`config.mk`:
```
export PLATFORM = sky130hd
export DESIGN_NAME = irq_pending_latch
export DESIGN_NICKNAME = d
export VERILOG_FILES = /design/src/rtl/irq_pending_latch_pkg.sv /design/src/rtl/irq_pending_latch_req_edge_detect.sv /design/src/rtl/irq_pending_latch.sv
export SDC_FILE = /design/constraint.sdc
export NUM_CORES = 1
export LEC_CHECK = 0
export BUFFER_PORTS_ARGS = -buffer_cell sky130_fd_sc_hd__buf_2
export CAP_MARGIN = 0
export CORE_AREA = 2 2 39 41
export CTS_BUF_LIST = sky130_fd_sc_hd__clkbuf_16
export DETAILED_ROUTE_END_ITERATION = 16
export DIE_AREA = 0 0 41 43
export PLACE_DENSITY_LB_ADDON = 0.25
export SKIP_CTS_REPAIR_TIMING = 1
export SYNTH_ARGS = -nofsm -noshare
export SYNTH_HDL_FRONTEND = slang
export SYNTH_HIERARCHICAL = 1
export SYNTH_SLANG_ARGS = --single-unit
export TNS_END_PERCENT = 30
```
`constraint.sdc`:
```
create_clock -name clk -period 2.7 [get_ports clk]
set_input_delay 0.405 -clock clk [delete_from_list [all_inputs] [get_ports clk]]
set_output_delay 0.405 -clock clk [all_outputs]
set_load 0.05 [all_outputs]
```
`src/rtl/irq_pending_latch_pkg.sv`:
```
// Shared constants for the interrupt pending latch and its edge detector.
package irq_pending_latch_pkg;

    localparam int NUM_REQ = 4;
    localparam int IDX_W   = 2;

    // One-hot vector selecting the request line named by a binary index.
    function automatic logic [NUM_REQ-1:0] idx_onehot(input logic [IDX_W-1:0] idx);
        return NUM_REQ'(1) << idx;
    endfunction

endpackage

```
`src/rtl/irq_pending_latch_req_edge_detect.sv`:
```
// Per-bit capture-event generator: rising-edge detect or plain level pass-through.
module irq_pending_latch_req_edge_detect
    import irq_pending_latch_pkg::*;
#(
    parameter bit EDGE_MODE = 1'b1
) (
    input  logic               clk,
    input  logic               rst,
    input  logic [NUM_REQ-1:0] req_in,
    output logic [NUM_REQ-1:0] capture
);

    logic [NUM_REQ-1:0] req_prev;

    // Remember last cycle's request lines; cleared by reset so a line held
    // high through reset is seen as a fresh edge in the first cycle after it.
    // NOTE: clocked state uses non-blocking (<=) so every register samples
    // pre-edge values regardless of statement order.
    always_ff @(posedge clk) begin
        if (rst) begin
            req_prev <= '0;
        end else begin
            req_prev <= req_in;
        end
    end

    // Select edge or level capture.
    always_comb begin
        if (EDGE_MODE) begin
            capture = req_in & ~req_prev;
        end else begin
            capture = req_in;
        end
    end

endmodule

```
`src/rtl/irq_pending_latch.sv`:
```
// Latches interrupt requests until acknowledged, with masking, sticky
// per-bit overflow flags and an error pulse for acks to idle bits.
module irq_pending_latch
    import irq_pending_latch_pkg::*;
#(
    parameter int EDGE_MODE = 1
) (
    input  logic               clk,
    input  logic               rst,
    input  logic [NUM_REQ-1:0] req_in,
    input  logic [NUM_REQ-1:0] mask,
    input  logic               ack,
    input  logic [IDX_W-1:0]   ack_idx,
    input  logic               ovf_clr,
    output logic [NUM_REQ-1:0] pending,
    output logic [NUM_REQ-1:0] req_out,
    output logic               any_req,
    output logic [NUM_REQ-1:0] overflow,
    output logic               ack_err
);

    logic [NUM_REQ-1:0] capture;
    logic [NUM_REQ-1:0] ack_vec;
    logic [NUM_REQ-1:0] ack_hit;
    logic [NUM_REQ-1:0] ovf_set;

    irq_pending_latch_req_edge_detect #(
        .EDGE_MODE (EDGE_MODE != 0)
    ) u_edge (
        .clk     (clk),
        .rst     (rst),
        .req_in  (req_in),
        .capture (capture)
    );

    // Decode the acknowledge and work out which bits overflow this cycle.
    // NOTE: every signal gets an unconditional assignment at the top of the
    // block, so no path leaves one unassigned and no latch is inferred.
    always_comb begin
        ack_vec = '0;
        if (ack) begin
            ack_vec = idx_onehot(ack_idx);
        end
        ack_hit = ack_vec & pending;
        // An ack to the same bit absorbs the repeat event: set wins, no overflow.
        ovf_set = capture & pending & ~ack_vec;
    end

    // Pending, overflow and ack-error registers. Capture wins over a clear on
    // the same bit, and a new overflow wins over ovf_clr on that bit.
    // NOTE: reset is synchronous and overrides every same-cycle event or ack,
    // so no stale ack_err pulse survives a mid-operation reset.
    always_ff @(posedge clk) begin
        if (rst) begin
            pending  <= '0;
            overflow <= '0;
            ack_err  <= 1'b0;
        end else begin
            pending  <= (pending & ~ack_hit) | capture;
            overflow <= (ovf_clr ? '0 : overflow) | ovf_set;
            ack_err  <= ack & ~pending[ack_idx];
        end
    end

    assign req_out = pending & ~mask;
    assign any_req = |req_out;

endmodule

```
==> results of run 1 <==
how the worst min path moves through the flow:
stage / cells past startpoint / end / startpoint / slack (ns)
after floorplan: 1 / u_edge/req_prev[0] / rst / 0.48
after global placement: 2 / overflow[2] / pending[2] / 0.49
after detailed placement: 2 / overflow[2] / pending[2] / 0.50
after CTS: 2 / u_edge/req_prev[1] / req_in[1] / 0.39
after global routing: 2 / u_edge/req_prev[0] / req_in[0] / 0.41
final: 2 / u_edge/req_prev[1] / req_in[1] / 0.39
worst max-delay path: stages (launching register included):
cell,delay (ns)
dfxtp_1,0.33
nor2b_1,0.15
or4_1,0.50
buf_2,0.22
area by class of cell:
class,instances,area (µm²)
clock buffers,3,75.07
fillers,128,581.8
multi-input cells,39,292.8
flip-flops and latches,13,260.3
well taps,16,20.02
clock inverters,1,3.754
inverters,4,15.01
repair buffers,27,135.1
kinds of logic (layout without fill, tap and decap cells):
kind of cell | Yosys count | after routing
buffers and inverters | 5 | 35
muxes | 1 | 1
AOI/OAI and AO/OA | 8 | 8
and+or+nand+nor | 30 | 30
DFF | 13 | 13
placed cells by master (no fill, tap or decap), drive strengths merged:
master / n
and3: 1
and3b: 2
buf: 27
clkbuf: 3
dfxtp: 13
inv: 5
mux4: 1
nand2: 4
nand2b: 4
nor2b: 12
nor3b: 2
o22ai: 4
o31ai: 4
or3b: 4
or4: 1
state kept, by name (all words and copies together), names as in the netlist:
register and count:
ack_err 1, overflow 4, pending 4, u_edge/req_prev 4
layer usage:
layer / global-route usage (%) / vias to the layer above / routed length, µm
met4: 10.00 / 0 / 0
met3: 8.377 / 0 / 75
li1: - / 257 / -
met5: 0 / - / 0
met2: 22.81 / 16 / 573
met1: 20.13 / 215 / 538
per-stage QoR:
stage	std cells	setup slack [ns]
after global placement	99	1.047
after CTS	103	0.8541
after detailed placement	99	1.056
after global routing	103	0.7741
after floorplan	57	0.3028
final	103	0.8569
power by group through the flow:
stage / combinational (mW) / clock [mW] / sequential (mW)
after floorplan: 0.0535 / 0 / 0.250
after global placement: 0.117 / 0 / 0.218
after detailed placement: 0.118 / 0 / 0.218
after CTS: 0.119 / 0.277 / 0.215
after global routing: 0.126 / 0.290 / 0.216
final: 0.118 / 0.268 / 0.215
==> metrics.md, run 1 <==
| Metric | Value |
|---|---|
| Outcome | `complete, no violations` |
| Drt via density | `4.738` |
| Combinational Power Share | `19.6%` |
| Headroom to the max-slew limit | `78.25%` |
| Post-Syn Area per Cell | `10.05 µm²` |
| Post-route ant nets | `0` |
| Die height | `43 µm` |
| Hold slack | `0.3882 ns` |
| Num ports | `28` |
| Complex-gate fraction of the synthesized area | `9.607%` |
| Die width | `41 µm` |
| Reg clk slew, reported paths | `0.04 ns` |
| Pleak | `0.3846 nW` |
| GRT Util Overall | `16.70%` |
| Seq cells post-synth | `13` |
| Final #Nets | `102` |
| Vias in the first global route | `441` |
| Switching Fraction | `27.26%` |
| Clock buffer depth | `2` |
| Min Tclk post-route | `1.843 ns` |
| Post-synthesis instance area | `573.1 µm²` |
| Final Total Pwr | `0.6011 mW` |
| Power density over the cells | `749.4 nW/µm²` |
| Kind of critical path | `flop to output port` |
| Crit path from | `pending[2]` |
| Fmax | `542.6 MHz` |
| Total Wirelength | `1188 µm` |
| Largest net degree at the start of global routing | `22` |
| Final Hold Viols | `0` |
| Initial DRT Pass Iterations | `2` |
| Layout cells sized above 1 | `49.43%` |
| CP Capture Type | `output port` |
| Final setup violating endpoints | `0` |
| XOR/XNOR share of the synthesized area | `0%` |
| Distinct cells, synth | `16` |
| DRC | `0` |
| Reg-to-Reg Start | `pending[3]` |
| Initial antenna violation count | `0` |
| Synth top cells by count | `dfxtp_1 (13), nor2b_1 (8)` |
| Syn-to-layout area delta | `39.96%` |
| HPWL Detailed | `833.1 µm` |
| Actual slew at the worst max-slew pin | `0.3263 ns` |
| Port Buffer Count | `27` |
| Dpl cell area | `723.2 µm²` |
| Post-DR wirelength/cell | `11.53 µm` |
| Synth Area in Adders | `0%` |
| First-pass GRT wire length | `1890 µm` |
| Final slew viol count | `0` |
| Synth Area in Simple Gates | `37.55%` |
| Largest family of logic cells by synthesized area | `simple AND/OR/NAND/NOR gates` |
| Worst EP arrival | `1.44 ns` |
| NetSw | `0.1639 mW` |
| Setup TNS | `0 ns` |
| Yosys top cell by area | `dfxtp_1` |
| Period utilization | `68.26%` |
| Worst hold-check path type | `input pin to flop` |
| Max-cap violation count | `0` |
| Worst-path maximum fanout | `5` |
| CTS tree | `yes` |
| Reg-to-reg endpoint | `ack_err` |
| Synth Warn # | `6` |
| Cts bufs inserted | `3` |
| CTS root buf | `clkbuf_16` |
| Register area share after synthesis | `45.41%` |
| Post-synth net total | `71` |
| Global route overflow | `0` |
| Die area | `1763 µm²` |
| Core area | `1384 µm²` |
| Clock power share | `44.6%` |
| Final clock skew | `0.001630 ns` |
| Finished Core Util | `57.96%` |
| R2r worst-path depth | `2` |
| Setup crit end | `any_req` |
| Post-synthesis mux area share | `3.930%` |
| Antenna diode count | `0` |
| Unrepaired setup endpoints after global routing | `false` |
| Worst reg-to-reg setup slack | `1.65 ns` |
| Worst-Skew Late Latency | `0.24 ns` |
| Clock sinks | `13` |
| Synth top area share | `45.41%` |
| Count leader, synth | `dfxtp_1` |
| Via count | `488` |
| Sequential Power Share | `35.8%` |
| Startpoint types | `flop` |
| Initial Util | `41.41%` |
| Int Pwr | `0.4372 mW` |
| Post-synth top flop | `dfxtp_1` |
| Largest cells by area after synthesis | `dfxtp_1 (45%), nor2b_1 (8.7%), nor2b_2 (6.1%)` |
| Number of flops mapped to enable cells by yosys | `0` |
| Detailed Route Iter0 Violations | `3` |
| Design Area, Final | `802.0 µm²` |
| Peak supply drop | `0.0004273 V` |
| Post-synth ARST share | `0%` |
| Synthesized instance count | `57` |
| Routability cong. | `0.7477` |
| Worst endpoint required time | `2.30 ns` |
| # rows | `14` |
| H-tree Lvls | `1` |
Note: power is estimated with default switching activity, not from simulation.
==> inputs of run 2 (changes only) <==
--- a/config.mk
+++ b/config.mk
@@ -5,12 +5,13 @@
 export SDC_FILE = /design/constraint.sdc
 export NUM_CORES = 1
 export LEC_CHECK = 0
+export ABC_AREA = 1
 export BUFFER_PORTS_ARGS = -buffer_cell sky130_fd_sc_hd__buf_2
 export CAP_MARGIN = 0
-export CORE_AREA = 2 2 39 41
+export CORE_MARGIN = 2
+export CORE_UTILIZATION = 43
 export CTS_BUF_LIST = sky130_fd_sc_hd__clkbuf_16
 export DETAILED_ROUTE_END_ITERATION = 16
-export DIE_AREA = 0 0 41 43
 export PLACE_DENSITY_LB_ADDON = 0.25
 export SKIP_CTS_REPAIR_TIMING = 1
 export SYNTH_ARGS = -nofsm -noshare
==> constraint.sdc (replaced) <==
create_clock -name clk -period 1.82 [get_ports clk]
set_input_delay 0.273 -clock clk [delete_from_list [all_inputs] [get_ports clk]]
set_output_delay 0.273 -clock clk [all_outputs]
set_load 0.05 [all_outputs]
==> run 2 against run 1 <==
Against the previous run:
- clock power increased by 54%
- sequential cell count stayed put
- combinational power up 36%
- highest routed layer is now met4
- register-to-register slack got worse by 0.68 ns
- die area decreased by 4.2%
- synthesized area rose by 3.3%
- cell count rose by 26%
==> metrics.md, run 2 <==
| Metric | Value |
|---|---|
| Initial Util | `45.48% (+4.1 points)` |
| Commonest non-fill, non-tap cell in the layout | `buf_2` |
| Synthesized instance count | `85 (+49%)` |
| Outcome | `complete, no violations` |
| CTS root buf | `clkbuf_16` |
| Global route overflow | `0 (unchanged)` |
| Unrepaired setup endpoints after global routing | `false` |
| Reg clk slew, reported paths | `0.04 ns (about the same)` |
| Post-route ant nets | `0 (unchanged)` |
| Distinct cells, synth | `13 (-3)` |
| Worst-Skew Late Latency | `0.24 ns (about the same)` |
| Drt via density | `4.538 (-4.2%)` |
| Cts bufs inserted | `3 (unchanged)` |
| GRT met3 Usage | `8.152% (-0.22 points)` |
| Setup TNS | `0 ns (unchanged)` |
| Post-Place Cells | `126 (+27%)` |
| Routability cong. | `0.7047 (-5.8%)` |
| DRC | `0 (unchanged)` |
| Post-Syn Area per Cell | `6.963 µm² (-31%)` |
| Num ports | `28 (unchanged)` |
| Post-synth ARST share | `0% (unchanged)` |
| Reg-to-Reg Start | `u_edge/req_prev[3]` |
| # rows | `13 (-1)` |
| Worst-path maximum fanout | `5 (unchanged)` |
| Met1 usage | `16.83% (-3.3 points)` |
| Layer with the highest usage | `met2` |
| Synth top cells by count | `inv_1 (17), nand2_1 (17), dfxtp_1 (13)` |
| Power density over the cells | `1081 nW/µm² (+44%)` |
| Yosys top cell by area | `dfxtp_1` |
| Worst endpoint required time | `1.55 ns (-0.75 ns)` |
| Syn-to-layout area delta | `38.69%` |
| First-pass GRT wire length | `1932 µm (+2.2%)` |
| Finished Core Util | `63.08% (+5.1 points)` |
| Total Wirelength | `1232 µm (+3.7%)` |
| Largest net degree at the start of global routing | `14 (-36%)` |
| Clock sinks | `13 (unchanged)` |
| Die height | `41.10 µm (-4.4%)` |
| CP Capture Type | `output port` |
| Headroom to the max-slew limit | `80.91% (+2.7 points)` |
| Final clock skew | `0.001791 ns (+0.0001608 ns)` |
| HPWL Detailed | `945.4 µm (+13%)` |
| Worst EP arrival | `1.25 ns (-0.19 ns)` |
| Die width | `41.10 µm (+0.24%)` |
| CTS tree | `yes` |
| Startpoint types | `flop` |
| Fmax | `656.9 MHz` |
| Number of flops mapped to enable cells by yosys | `0 (unchanged)` |
| Synth top area share | `43.97% (-1.4 points)` |
| Peak supply drop | `0.0008728 V (+100%)` |
| Pleak | `0.4705 nW (+22%)` |
| Antenna diode count | `0 (unchanged)` |
| Largest regs | `overflow (4), pending (4), u_edge/req_prev (4)` |
| Die area | `1689 µm² (-4.2%)` |
| Via count | `590 (+21%)` |
| Final setup violating endpoints | `0 (unchanged)` |
| Final Hold Viols | `0 (unchanged)` |
| Port Buffer Count | `27 (unchanged)` |
| Most frequent cells in the layout | `buf_2 (27), inv_1 (17), nand2_1 (17)` |
| Vias in the first global route | `508 (+15%)` |
| GRT Util Overall | `18.51% (+1.8 points)` |
| Final #Nets | `130 (+27%)` |
| Detailed Route Iter0 Violations | `16 (+13)` |
| Post-DR wirelength/cell | `9.477 µm (-18%)` |
| Final slew viol count | `0 (unchanged)` |
| Post-synthesis instance area | `591.8 µm² (+3.3%)` |
| Post-synth top flop | `dfxtp_1` |
| Largest cells by area after synthesis | `dfxtp_1 (44%), inv_1 (11%), nand2_1 (11%)` |
| Min Tclk post-route | `1.522 ns` |
| Synth Warn # | `6 (unchanged)` |
| Non-Filler Instances | `130 (+26%)` |
| Crit path from | `pending[1]` |
| Initial antenna violation count | `0 (unchanged)` |
| Period utilization | `83.65%` |
| Register area share after synthesis | `43.97% (-1.4 points)` |
| Clock buffer depth | `2 (unchanged)` |
| Seq cells post-synth | `13 (unchanged)` |
| Met2 usage | `33.98% (+11 points)` |
| Kind of critical path | `flop to output port` |
| Hold path startpoint | `req_in[2]` |
| Actual slew at the worst max-slew pin | `0.2863 ns (-0.03996 ns)` |
| Initial DRT Pass Iterations | `4 (+2)` |
| Core area | `1301 µm² (-6.0%)` |
| Post-synth net total | `99 (+39%)` |
| H-tree Lvls | `1 (unchanged)` |
| Worst hold-check path type | `input pin to flop` |
| Layout cells sized above 1 | `37.39% (-12 points)` |
| Max-cap violation count | `0 (unchanged)` |
-- run 2: cell count changes after synthesis, moves of 5 or more --
cell     delta
inv_1      +13
nand2_1    +13
nor2_1     +10
nor2b_1     -8
nand3_1     +7
a21oi_2     +6
inv_2       +5
-- run 2: kinds of logic (layout without fill, tap and decap cells) --
family	after synthesis	after routing	synth area share, %
buffers and inverters	23	53	14.80
AOI/OAI and AO/OA	8	8	10.57
DFF	13	13	43.97
and+or+nand+nor	41	41	30.66
-- run 2: stage by stage --
step,worst slack [ns],hold slack [ns],power (mW),instance area [µm²]
floorplan,0.1759,0.3454,0.4336,591.8
global placement,0.5775,0.4556,0.4760,740.7
detailed placement,0.5488,0.4642,0.4784,740.7
CTS,0.2876,0.2446,0.8958,820.8
global route,0.1980,0.2827,0.9263,820.8
finish,0.2977,0.2424,0.8869,820.8
-- run 2: worst paths after layout --
check                       end  slack [ns]  cells past startpoint
min          u_edge/req_prev[2]        0.24                      3
max                     any_req        0.30                      4
max reg2reg         overflow[3]        0.97                      5
min reg2reg         overflow[3]        0.47                      2
-- run 2: worst max-delay path: stages (launching register included) --
cell and delay [ns]:
dfxtp_1 0.38, inv_1 0.05, or2_1 0.22, nand4_1 0.09
buf_2 0.26
-- run 2: area by class of cell --
cell class                      instances  area (µm²)
Inverter                               22       82.58
Tap cell                               15       18.77
Sequential cell                        13       260.3
Clock buffer                            3       75.07
Timing Repair Buffer                   27       135.1
Multi-Input combinational cell         49       244.0
Fill cell                             123       480.5
Clock inverter                          1       5.005
-- run 2: power by group --
part           internal [mW]  switching, mW
Clock                  0.292          0.122
Sequential             0.302         0.0108
Combinational         0.0440          0.116
-- run 2: metal layers --
metal	up-vias	share of wire [%]
li1	311	-
met1	247	41
met2	28	46
met3	4	12
met4	0	1.4
met5	-	0
==> inputs of run 3 (changes only) <==
--- a/config.mk
+++ b/config.mk
@@ -9,7 +9,7 @@
 export BUFFER_PORTS_ARGS = -buffer_cell sky130_fd_sc_hd__buf_2
 export CAP_MARGIN = 0
 export CORE_MARGIN = 2
-export CORE_UTILIZATION = 43
+export CORE_UTILIZATION = 39
 export CTS_BUF_LIST = sky130_fd_sc_hd__clkbuf_16
 export DETAILED_ROUTE_END_ITERATION = 16
 export PLACE_DENSITY_LB_ADDON = 0.25
==> constraint.sdc (replaced) <==
create_clock -name clk -period 1.32 [get_ports clk]
set_input_delay 0.198 -clock clk [delete_from_list [all_inputs] [get_ports clk]]
set_output_delay 0.198 -clock clk [all_outputs]
set_load 0.05 [all_outputs]
==> run 3 against run 2 <==
Against the previous run:
- worst setup slack got worse by 0.27 ns
- largest cell class unchanged
- first-iteration DRC count unchanged
- highest routed layer unchanged
- via count increased by 3.1%
==> metrics.md, run 3 (synthesis results as in run 2) <==
| Metric | Value |
|---|---|
| Final Total Pwr | `1.220 mW (+38%)` |
| Worst hold-check path type | `input pin to flop` |
| Clock sinks | `13 (unchanged)` |
| Startpoint types | `flop` |
| Post-DR wirelength/cell | `9.500 µm (+0.24%)` |
| Unrepaired setup endpoints after global routing | `true` |
| Critical-path top delay cell | `dfxtp_4` |
| Antenna diode count | `0 (unchanged)` |
| Largest regs | `overflow (4), pending (4), u_edge/req_prev (4)` |
| Fmax | `773.1 MHz` |
| HPWL Detailed | `912.2 µm (-3.5%)` |
| Final Hold Viols | `0 (unchanged)` |
| Period utilization | `97.99%` |
| Actual slew at the worst max-slew pin | `0.2982 ns (+0.01189 ns)` |
| Die width | `42.96 µm (+4.5%)` |
| Reg clk slew, reported paths | `0.04 ns (about the same)` |
| Vias in the first global route | `514 (+1.2%)` |
| Max-cap violation count | `0 (unchanged)` |
| Reg-to-reg endpoint | `overflow[2]` |
| Die area | `1845 µm² (+9.2%)` |
| Initial antenna violation count | `0 (unchanged)` |
| # rows | `14 (+1)` |
| Worst-Skew Late Latency | `0.24 ns (about the same)` |
| CP Capture Type | `output port` |
| Post-route ant nets | `0 (unchanged)` |
| Fin worst setup slack | `0.02647 ns (-0.2712 ns)` |
| Syn-to-layout area delta | `48.41%` |
| H-tree Lvls | `1 (unchanged)` |
| Final setup violating endpoints | `0 (unchanged)` |
| Slowest stage delay, CP | `0.34 ns (-0.04 ns)` |
| Worst reg-to-reg setup slack | `0.50 ns (-0.47 ns)` |
| Clock buffer depth | `2 (unchanged)` |
| Dpl cell area | `757.0 µm² (+2.2%)` |
| Detailed Route Iter0 Violations | `16 (unchanged)` |
| Reg-to-Reg Start | `pending[2]` |
| CTS tree | `yes` |
| Post-Place Cells | `127 (+0.79%)` |
| Kind of critical path | `flop to output port` |
| Critical path, cell by cell | `inv_1, or2_1, nand4_1, buf_6` |
| Die height | `42.96 µm (+4.5%)` |
| Via count | `608 (+3.1%)` |
| Worst hold endpoint | `u_edge/req_prev[1]` |
| Drt via density | `4.537 (about the same)` |
| Final #Nets | `133 (+2.3%)` |
| Final clock skew | `0.001676 ns (-0.0001149 ns)` |
| Commonest non-fill, non-tap cell in the layout | `buf_2` |
| Power density over the cells | `1389 nW/µm² (+29%)` |
| Peak supply drop | `0.0008798 V (+0.81%)` |
| Initial Util | `40.22% (-5.3 points)` |
| DRC | `0 (unchanged)` |
| Cts bufs inserted | `3 (unchanged)` |
| Num ports | `28 (unchanged)` |
| First-pass GRT wire length | `1973 µm (+2.1%)` |
| Non-Filler Instances | `134 (+3.1%)` |
| Outcome | `complete, no violations` |
| Worst-path maximum fanout | `3 (-2)` |
| Pleak | `0.4924 nW (+4.6%)` |
| Hold depth | `3 (unchanged)` |
| Design Area, Final | `878.3 µm² (+7.0%)` |
| Initial DRT Pass Iterations | `4 (unchanged)` |
| Hold path startpoint | `req_in[1]` |
| GRT Util Overall | `14.90% (-3.6 points)` |
| Min Tclk post-route | `1.294 ns` |
| Port Buffer Count | `27 (unchanged)` |
| Routability cong. | `0.7012 (-0.50%)` |
| Global route overflow | `0 (unchanged)` |
| Largest net degree at the start of global routing | `14 (unchanged)` |
| Final slew viol count | `0 (unchanged)` |
| Worst endpoint required time | `1.12 ns (-0.43 ns)` |
| CTS root buf | `clkbuf_16` |
| Total Wirelength | `1273 µm (+3.3%)` |
| Core area | `1471 µm² (+13%)` |
| R2r worst-path depth | `5 (unchanged)` |
| Worst EP arrival | `1.10 ns (-0.15 ns)` |
| Layout cells sized above 1 | `42.37% (+5.0 points)` |
| Headroom to the max-slew limit | `80.12% (-0.79 points)` |
| Worst slack, placed | `0.1776 ns (-0.3712 ns)` |
| Most frequent cells in the layout | `buf_2 (22), inv_1 (17), nand2_1 (17)` |
==> run 3: cell count changes in the layout (fill, tap and decap cells not counted), sizes merged <==
cell,delta
buf,+3
clkinv,-1
inv,+1
==> run 3: worst max path at each step <==
stage                           from       to  slack, ns  cells past startpoint
final                     pending[0]  any_req       0.03                      4
after global routing      pending[2]  any_req      -0.03                      4
after CTS                 pending[0]  any_req      -0.08                      4
after detailed placement  pending[0]  any_req       0.18                      4
after global placement    pending[0]  any_req       0.19                      4
after floorplan           pending[2]  any_req      0.005                      3
==> run 3: stage by stage <==
stage	TNS (ns)	hold WS (ns)	utilization [%]
6_report	0	0.1738	59.69
5_1_grt	-0.03014	0.1927	59.69
2_1_floorplan	0	0.2704	-
3_3_place_gp	0	0.4124	51.45
3_5_place_dp	0	0.4199	51.45
4_1_cts	-0.1774	0.1761	56.80
==> run 3: per-layer routing <==
metal	GRT usage (%)	vias up	routed length, µm
li1	-	318	-
met1	16.01	264	506
met2	24.55	24	652
met3	5.532	2	104
met4	9.091	0	9
met5	0	-	0
==> run 3: area by class of cell <==
class,instances,area [µm²]
flip-flops and latches,13,275.3
inverters,22,82.58
clock inverters,1,3.754
repair buffers,30,177.7
clock buffers,3,75.07
fillers,149,593.1
well taps,16,20.02
multi-input cells,49,244.0
==> run 3: critical path, delay by kind of cell, from the launching register on <==
family / cells / cell delay [ns]
buf+inv: 2 / 0.19
flops: 1 / 0.34
simple gates: 2 / 0.32
==> run 3: where the power goes <==
part           leakage [nW]  switching (mW)  internal, mW
sequential            0.110          0.0123         0.416
combinational         0.340           0.167        0.0789
clock                0.0423           0.149         0.398
